**src/rtl/fe_pkg.sv**
```systemverilog
// Shared fetch-stage definitions: default reset PC, beq opcode and the
// branch shadow entry that travels IF->ID->EX with each in-flight beq.
package fe_pkg;

    localparam logic [31:0] RESET_PC_DEF   = 32'h0000_0000;
    localparam logic [5:0]  BEQ_OPCODE_DEF = 6'd4;
    localparam int unsigned INSN_BYTES     = 4;

    // Alternate path of an in-flight beq: where fetch must go if the
    // prediction made in IF turns out wrong in EX.
    typedef struct packed {
        logic        valid;
        logic        pred;
        logic [31:0] alt;
    } br_shadow_t;

endpackage

```
**src/rtl/br_shadow_pipe.sv**
```systemverilog
// Two-deep shadow pipe (D then E) holding the alternate fetch path of
// each beq as it moves through ID and EX.
module br_shadow_pipe
    import fe_pkg::*;
(
    input  logic       clk,
    input  logic       rst_n,
    input  logic       kill,
    input  logic       stall,
    input  br_shadow_t d_in,
    output br_shadow_t e_out
);

    br_shadow_t d_q;
    br_shadow_t e_q;

    // Advance D->E every cycle; a fetch stall leaves a bubble in D, a kill
    // invalidates both stages.
    always_ff @(posedge clk or negedge rst_n) begin
        if (!rst_n) begin
            d_q <= '0;
            e_q <= '0;
        end else if (kill) begin
            d_q.valid <= 1'b0;
            e_q.valid <= 1'b0;
        end else if (!stall) begin
            e_q <= d_q;
            d_q <= d_in;
        end else begin
            e_q       <= d_q;
            d_q.valid <= 1'b0;
        end
    end

    assign e_out = e_q;

endmodule

```
**src/rtl/fetch_pc_ctrl.sv**
```systemverilog
// Fetch-stage PC controller: sequential/predicted next PC, mispredict
// recovery from the shadow pipe, and stall-deferred redirect.
module fetch_pc_ctrl
    import fe_pkg::*;
#(
    parameter logic [31:0] RESET_PC   = RESET_PC_DEF,
    parameter logic [5:0]  BEQ_OPCODE = BEQ_OPCODE_DEF
) (
    input  logic        clk,
    input  logic        rst_n,
    input  logic        istall,
    input  logic [31:0] iInstruction,
    input  logic [1:0]  ibp_predict,
    output logic [31:0] opc,
    output logic        oflush_IF,
    output logic        oflush_ID,
    output logic        oredirect
);

    logic        beq_if;
    logic [31:0] pc4;
    logic [31:0] target;
    logic        mispredict;
    logic        pending_valid;
    logic [31:0] pending_addr;
    logic [31:0] pc_next;
    logic        pending_valid_next;
    logic [31:0] pending_addr_next;
    logic        redirect;
    br_shadow_t  d_in;
    br_shadow_t  e_entry;

    assign beq_if     = (iInstruction[31:26] == BEQ_OPCODE);
    assign pc4        = opc + 32'(INSN_BYTES);
    assign target     = pc4 + {{14{iInstruction[15]}}, iInstruction[15:0], 2'b00};
    assign mispredict = ibp_predict[1] & e_entry.valid;

    // New shadow entries are suppressed while a redirect is pending: the
    // instructions being fetched then are all on the wrong path.
    assign d_in.valid = beq_if & ~pending_valid;
    assign d_in.pred  = ibp_predict[0];
    assign d_in.alt   = ibp_predict[0] ? pc4 : target;

    br_shadow_pipe u_shadow (
        .clk   (clk),
        .rst_n (rst_n),
        .kill  (mispredict),
        .stall (istall),
        .d_in  (d_in),
        .e_out (e_entry)
    );

    // Next-PC priority mux: recovery first, then pending redirect, stall,
    // predicted-taken target, sequential.
    always_comb begin
        pc_next            = opc;
        pending_valid_next = pending_valid;
        pending_addr_next  = pending_addr;
        redirect           = 1'b0;
        if (mispredict && !istall) begin
            pc_next  = e_entry.alt;
            redirect = 1'b1;
        end else if (mispredict) begin
            pending_valid_next = 1'b1;
            pending_addr_next  = e_entry.alt;
        end else if (pending_valid && !istall) begin
            pc_next            = pending_addr;
            pending_valid_next = 1'b0;
            redirect           = 1'b1;
        end else if (istall) begin
            pc_next = opc;
        end else if (beq_if && ibp_predict[0] && !pending_valid) begin
            pc_next = target;
        end else begin
            pc_next = pc4;
        end
    end

    // PC and pending-redirect registers.
    always_ff @(posedge clk or negedge rst_n) begin
        if (!rst_n) begin
            opc           <= RESET_PC;
            pending_valid <= 1'b0;
            pending_addr  <= '0;
        end else begin
            opc           <= pc_next;
            pending_valid <= pending_valid_next;
            pending_addr  <= pending_addr_next;
        end
    end

    assign oredirect = redirect;
    assign oflush_IF = redirect;
    assign oflush_ID = mispredict;

endmodule

```
**config.mk**
```make
export PLATFORM = sky130hd
export DESIGN_NAME = fetch_pc_ctrl
export DESIGN_NICKNAME = d
export VERILOG_FILES = /design/src/rtl/fe_pkg.sv /design/src/rtl/br_shadow_pipe.sv /design/src/rtl/fetch_pc_ctrl.sv
export SDC_FILE = /design/constraint.sdc
export NUM_CORES = 1
export LEC_CHECK = 0
export ABC_AREA = 1
export BUFFER_PORTS_ARGS = -buffer_cell sky130_fd_sc_hd__buf_4
export CORE_ASPECT_RATIO = 0.8
export CORE_MARGIN = 2
export CORE_UTILIZATION = 50
export DETAILED_ROUTE_END_ITERATION = 7
export PLACE_DENSITY = 0.73
export SKIP_CTS_REPAIR_TIMING = 1
export SLEW_MARGIN = 20
export SYNTH_ARGS = -nofsm -noshare
export SYNTH_HDL_FRONTEND = slang
export SYNTH_SLANG_ARGS = --single-unit
```
**constraint.sdc**
```tcl
create_clock -name clk -period 3.6 [get_ports clk]
set_clock_uncertainty 0.2 [all_clocks]
set_input_delay 0.36 -clock clk [delete_from_list [all_inputs] [get_ports clk]]
set_output_delay 0.36 -clock clk [all_outputs]
set_load 0.005 [all_outputs]
```
* Yosys cells after proc, flatten, opt, wreduce, memory -nomap -nowiden *
Index checks and enable logic that the tools add are counted.
W data, S select, Z words.

cells by class
  add/subtract/negate cells = 2
  eq/ne operators = 3
  multiplexer cells = 14
  bitwise logic cells = 6
  reduce and logical (&&, ||, !) cells = 11

operator list
  operator                 number
  $mux W32                 6
  $add A32 B3 Y32 const B  1
  $add A32 B32 Y32         1
  $mux W1                  8
  $reduce_and A2 Y1        4
  $eq A6 B3 Y1 const B     1
  $logic_and A1 B1 Y1      4
  $not A1 Y1               4
  $ne A3 B1 Y1 const B     1
  $and A1 B1 Y1            2
  $logic_not A1 Y1         2
  $ne A2 B1 Y1 const B     1
  $reduce_bool A2 Y1       1

word-level totals
  register bits after elaboration = 131
  bits of input ports = 37
  output and inout port bits = 35

* Logic depth before layout (Yosys ltp) *
  depth in word-level cells = 8
  gate-level depth with buffers = 25
  gate-level depth less buffers = 25

* Modules after synthesis *
A second synthesis with hierarchy kept.

unflattened totals
  cells, all modules = 1452
  area, all modules = 9535.4 µm²

by module, submodules not included
  module          instances  cells each  area an instance (µm²)  sequential area each (µm²)
  fetch_pc_ctrl   1          1165        6874.1                  1626.6
  br_shadow_pipe  1          287         2661.3                  1701.6

* Worst setup path after synthesis *
OpenSTA, ideal clock, no wires.

  kind = flip-flop to flip-flop
  from = reg opc[2]
  to = reg opc[31]
  arrival = 2617 ps
  setup slack = 667 ps
  stages on the path, launching flop included = 24
  path buffers = 0
  period minus slack after synthesis = 2933 ps
  cell sequence = dfrtp_1 -> ha_1 -> inv_1 -> nor2_2 -> nand2_2 -> nor2_4 -> nand3_2 -> xor2_1 -> inv_1 -> ha_1 -> a21oi_1 -> nand2_1 -> inv_1 -> nand2_1 -> nand2_1 -> nand2_1 -> inv_1 -> nand2_1 -> nand2_1 -> nand3_1 -> nand2_1 -> nand2_1 -> nand2_1 -> nand2_1

between the ends
  word-level cells in the longest chain between the ends = 7

ends and longest elaborated chain
  item                    RTL line             source
  start, declared         fetch_pc_ctrl.sv:14  output logic [31:0] opc,
  start signal, assigned  fetch_pc_ctrl.sv:86  opc <= pc_next;
  $add A32 B3 Y32 (*)     fetch_pc_ctrl.sv:34  assign pc4 = opc + 32'(INSN_BYTES);
  $add A32 B32 Y32        fetch_pc_ctrl.sv:35  assign target = pc4 + {{14{iInstruction[15]}}, iInstruction[15:0], 2'b00};
  $mux W32 (*)            fetch_pc_ctrl.sv:72  end else if (beq_if && ibp_predict[0] && !pending_valid) begin
  $mux W32 (*)            fetch_pc_ctrl.sv:70  end else if (istall) begin
  $mux W32 (*)            fetch_pc_ctrl.sv:66  end else if (pending_valid && !istall) begin
  $mux W32 (*)            fetch_pc_ctrl.sv:63  end else if (mispredict) begin
  $mux W32 (*)            fetch_pc_ctrl.sv:60  if (mispredict && !istall) begin

Every way passes the cells marked *; elsewhere a longest branch is shown, timed or not. The select of a mux whose other input is x is not followed.
A chain may end at the register's enable or synchronous reset.

* Worst setup path after layout *
  from = reg opc[2]
  to = reg opc[25]

The elaborated chain is that of the path after synthesis.

==> results by stage <==
Status:
- The flow ran to the end, and the final reports show no timing, DRC or antenna violations.

Synthesis:
- The gate count after technology mapping is between 1000 and 1500.
- The average instance in the mapped netlist occupies 6.917 um^2.
- The synthesis-stage register bit count is between 100 and 150.
- Synthesis produced a netlist with a net count of approximately 1300.
- During synthesis, Yosys emitted a total of 0 warnings.
- The combined area of all synthesized cells is between 8000 and 9000 um^2.
- The portion of the post-synthesis area used by sequential elements is between 30 and 40%.
- After synthesis, the netlist uses 37 different library cells.

Routing:
- The number of DRC violations after detailed-routing iteration 0 is 824.
- The number of optimization iterations in the first detailed-route pass is 8.
- The aggregate routed wire length is about 27000 um.
- The count of vias placed by the detailed router is 8719.
- The residual antenna-violating net count after detailed routing is 0.
- After detailed routing, the number of vias per cell comes to 5.497.
- In the final routed layout, each cell accounts on average for 17.30 um.
- The remaining design rule violation count is 0.

CTS:
- TritonCTS built the clock tree.
- The number of CTS-inserted buffers is 17.
- The cell chosen for the clock root is clkbuf_16.
- The clock-pin slew on the worst setup and hold paths is roughly 0.06 ns.
- The clock insertion delay at the later pin of the skew report is 0.44 ns.
- For this design, the sink count on the clock tree is approximately 130.
- No sink is reached through more buffers than the 2 on the longest clock path.
- The H-tree depth is 4.

Timing:
- The transition time of the tightest slew-check pin is between 0.7 and 0.8 ns.
- The final count of hold timing violations came to 0.
- Subtracting the final worst setup slack from the clock period gives between 3 and 4 ns.
- Setup repair after global routing could not meet its margin everywhere.
- The final number of setup-violating endpoints is 0.
- The final-layout worst hold slack is roughly 0.18 ns.
- In the post-route analysis, the smallest setup slack over all paths is between 0.2 and 0.25 ns.
- The number of max-slew violations in the final report is 0.
- The highest attainable clock frequency is between 200 and 300 MHz.
- In the finished design, the share of the clock period the worst path needs comes to a little over nine tenths.
- Measured against its own limit, the worst slew margin works out to 48.98%.

Setup path:
- In this run the worst path has a maximum fanout of 4.
- The worst setup path is of the reg -> reg kind.
- The required time at the endpoint of the critical path is 3.72 ns.
- STA classifies the critical path endpoint as a register.
- The type of element launching the critical path is a register.
- Data on the critical path arrives at its endpoint at between 3 and 4 ns.

Finish:
- The share of final-layout standard cells stronger than drive strength 1 is between 10% and 20%.
- The count of nets after finishing is 1423.
- The area used by multi-input combinational logic is 4970 um^2.
- The relative area change from synthesis to final layout is 19.00%.
- The finished cells cover ~10000 um^2.
- The top cell types in the final layout, fill and taps aside, are nand2_1 (430), inv_1 (141), dfrtp_1 (122).
- Counting the fill cells in the layout gives between 1500 and 2000.
- Once layout is complete, the cells apart from fillers number roughly 1600.
- The storage element area is 3289 um^2.
- The diode insertion count for antenna repair is 0.
- The most frequent standard cell in the layout excluding fill and tap cells is nand2_1.

Global routing:
- The total track usage is 30.09%.
- Entering global routing, the biggest net connects slightly above 70 pins.
- The first global-routing pass estimated 43700 um of wire.
- The number of antenna violations at the first check in global routing came to 0.
- Global routing consumed, on the met2 layer, between 40% and 50% of the routing resources.
- The number of global-route vias before repair is between 8000 and 9000.
- For met3 alone, demand over resource in global routing was 5.614%.
- The routing usage on met1 is 41.67%.
- The global routing stage identified its most utilized layer as met2.
- Global routing finished with a remaining overflow of 0.

Die:
- The number of placement rows is between 40 and 50.
- The overall die height is approximately 120 um.
- In this run the count of I/O pins placed on the die edge is 72.
- The total area inside the core boundary comes to roughly 17000 um^2.
- The initial core utilization is about half.
- The die area is roughly 19000 um^2.
- The horizontal extent of the die is 152.4 um.

Placed design:
- The number of placed instances, taps included, is 1546.
- Prior to clock tree synthesis, the placed netlist has a worst setup slack of about 0.14 ns.
- The HPWL after detailed placement is between 15000 and 20000 um.
- The global placer's final weighted congestion is slightly above 1.
- Input and output buffers added on the ports amount to 61.
- Once placement finished, the instance area stood at approximately 9600 um^2.

Pwr:
- VDD sags by at most approximately 0.0003 V.
- For this design the static power due to leakage is 5.323 nW.
- Power comes to between 5 and 6 mW.
- Power spread over the standard cell area amounts to ~540 nW/um^2.

Min path:
- The worst min-delay path class is in -> reg.

Flow run:
- The max-capacitance violation count is 0.
-- where the power goes --
group	internal, mW	switching (mW)
registers	1.73	0.224
logic	0.790	1.21
clock network	0.990	0.742
-- flip-flops by register name, summed over array words and instances (netlist names) --
signal          cells
u_shadow.d_q       33
u_shadow.e_out     33
pending_addr       32
opc                32
pending_valid       1
-- path summary, 6_finish.rpt --
check | start | endpoint | slack [ns] | depth (start not counted)
min in group asynchronous | rst_n | opc[29] | 0.30 | 2
max | opc[2] | opc[25] | 0.22 | 21
max in group asynchronous | rst_n | opc[15] | 2.13 | 3
min | ibp_predict[0] | u_shadow.d_q[23] | 0.18 | 3
max reg2reg | opc[2] | opc[25] | 0.22 | 21
min reg2reg | u_shadow.d_q[33] | u_shadow.e_out[33] | 0.27 | 2
-- Yosys cell counts, drive strengths merged --
cell,n,share of area [%]
o211ai,26,2.2
o221ai,2,0.20
nand3b,2,0.17
buf,11,0.77
clkinv,2,0.085
xor2,24,2.5
inv,145,6.2
dfrtp,131,37
ha,37,5.3
o21bai,5,0.43
o22ai,2,0.14
a22oi,15,1.3
a21boi,1,0.085
o21ai,131,7.5
and2,1,0.071
nand2,441,19
nor3,12,0.80
nand3,73,4.3
a21o,1,0.085
xnor2,13,1.3
a21oi,52,3.0
or2,1,0.071
clkbuf,37,1.6
nor2,91,4.5
o22a,3,0.30
fa,1,0.23
nand4,13,0.92
-- layer usage --
| layer | share of wire (%) | vias to the layer above |
|---|---|---|
| met5 | 0 | - |
| met4 | 3.0 | 0 |
| met3 | 7.8 | 63 |
| met2 | 44 | 369 |
| met1 | 45 | 4018 |
| li1 | - | 4269 |
-- area by class of cell --
cell class | count | area share, %
multi-input combinational | 947 | 47.43
inverter | 147 | 5.266
tap | 225 | 2.687
timing repair buffer | 104 | 7.678
clock buffer | 18 | 4.191
sequential | 131 | 31.39
clock inverter | 14 | 1.361
-- cell families (layout without fill, tap and decap cells) --
| family | count (synthesis) | after routing | share of synthesized area (%) |
|---|---|---|---|
| simple gates | 634 | 634 | 29.74 |
| compound gates | 238 | 238 | 15.18 |
| buf+inv | 195 | 283 | 8.610 |
| flops | 131 | 131 | 37.23 |
| fa+ha+maj | 38 | 38 | 5.484 |
| xor+xnor | 37 | 37 | 3.765 |
-- per-stage QoR --
stage          setup TNS [ns]  util, %
3_3_place_gp                0    55.78
5_1_grt              -0.09304    60.68
3_5_place_dp                0    55.78
4_1_cts                     0    59.15
6_report                    0    60.68
2_1_floorplan               0        -
-- worst max-delay path: stages (launching register included) --
cell and delay (ns):
dfrtp_1 0.41, buf_4 0.14, nand3_2 0.13, nor2_4 0.15
nand2_2 0.09, nor2_2 0.16, nand2_2 0.11, nor2_4 0.11
xor2_2 0.20, inv_1 0.11, ha_1 0.33, nand2_1 0.11
nor2_2 0.19, nand2_1 0.10, nor2_1 0.11, nand2_1 0.12
nand4_1 0.15, nand3_1 0.08, nand2_1 0.10, nand2_1 0.05
nand2_1 0.05, nand2_1 0.05
Note: power is estimated with default switching activity, not from simulation.
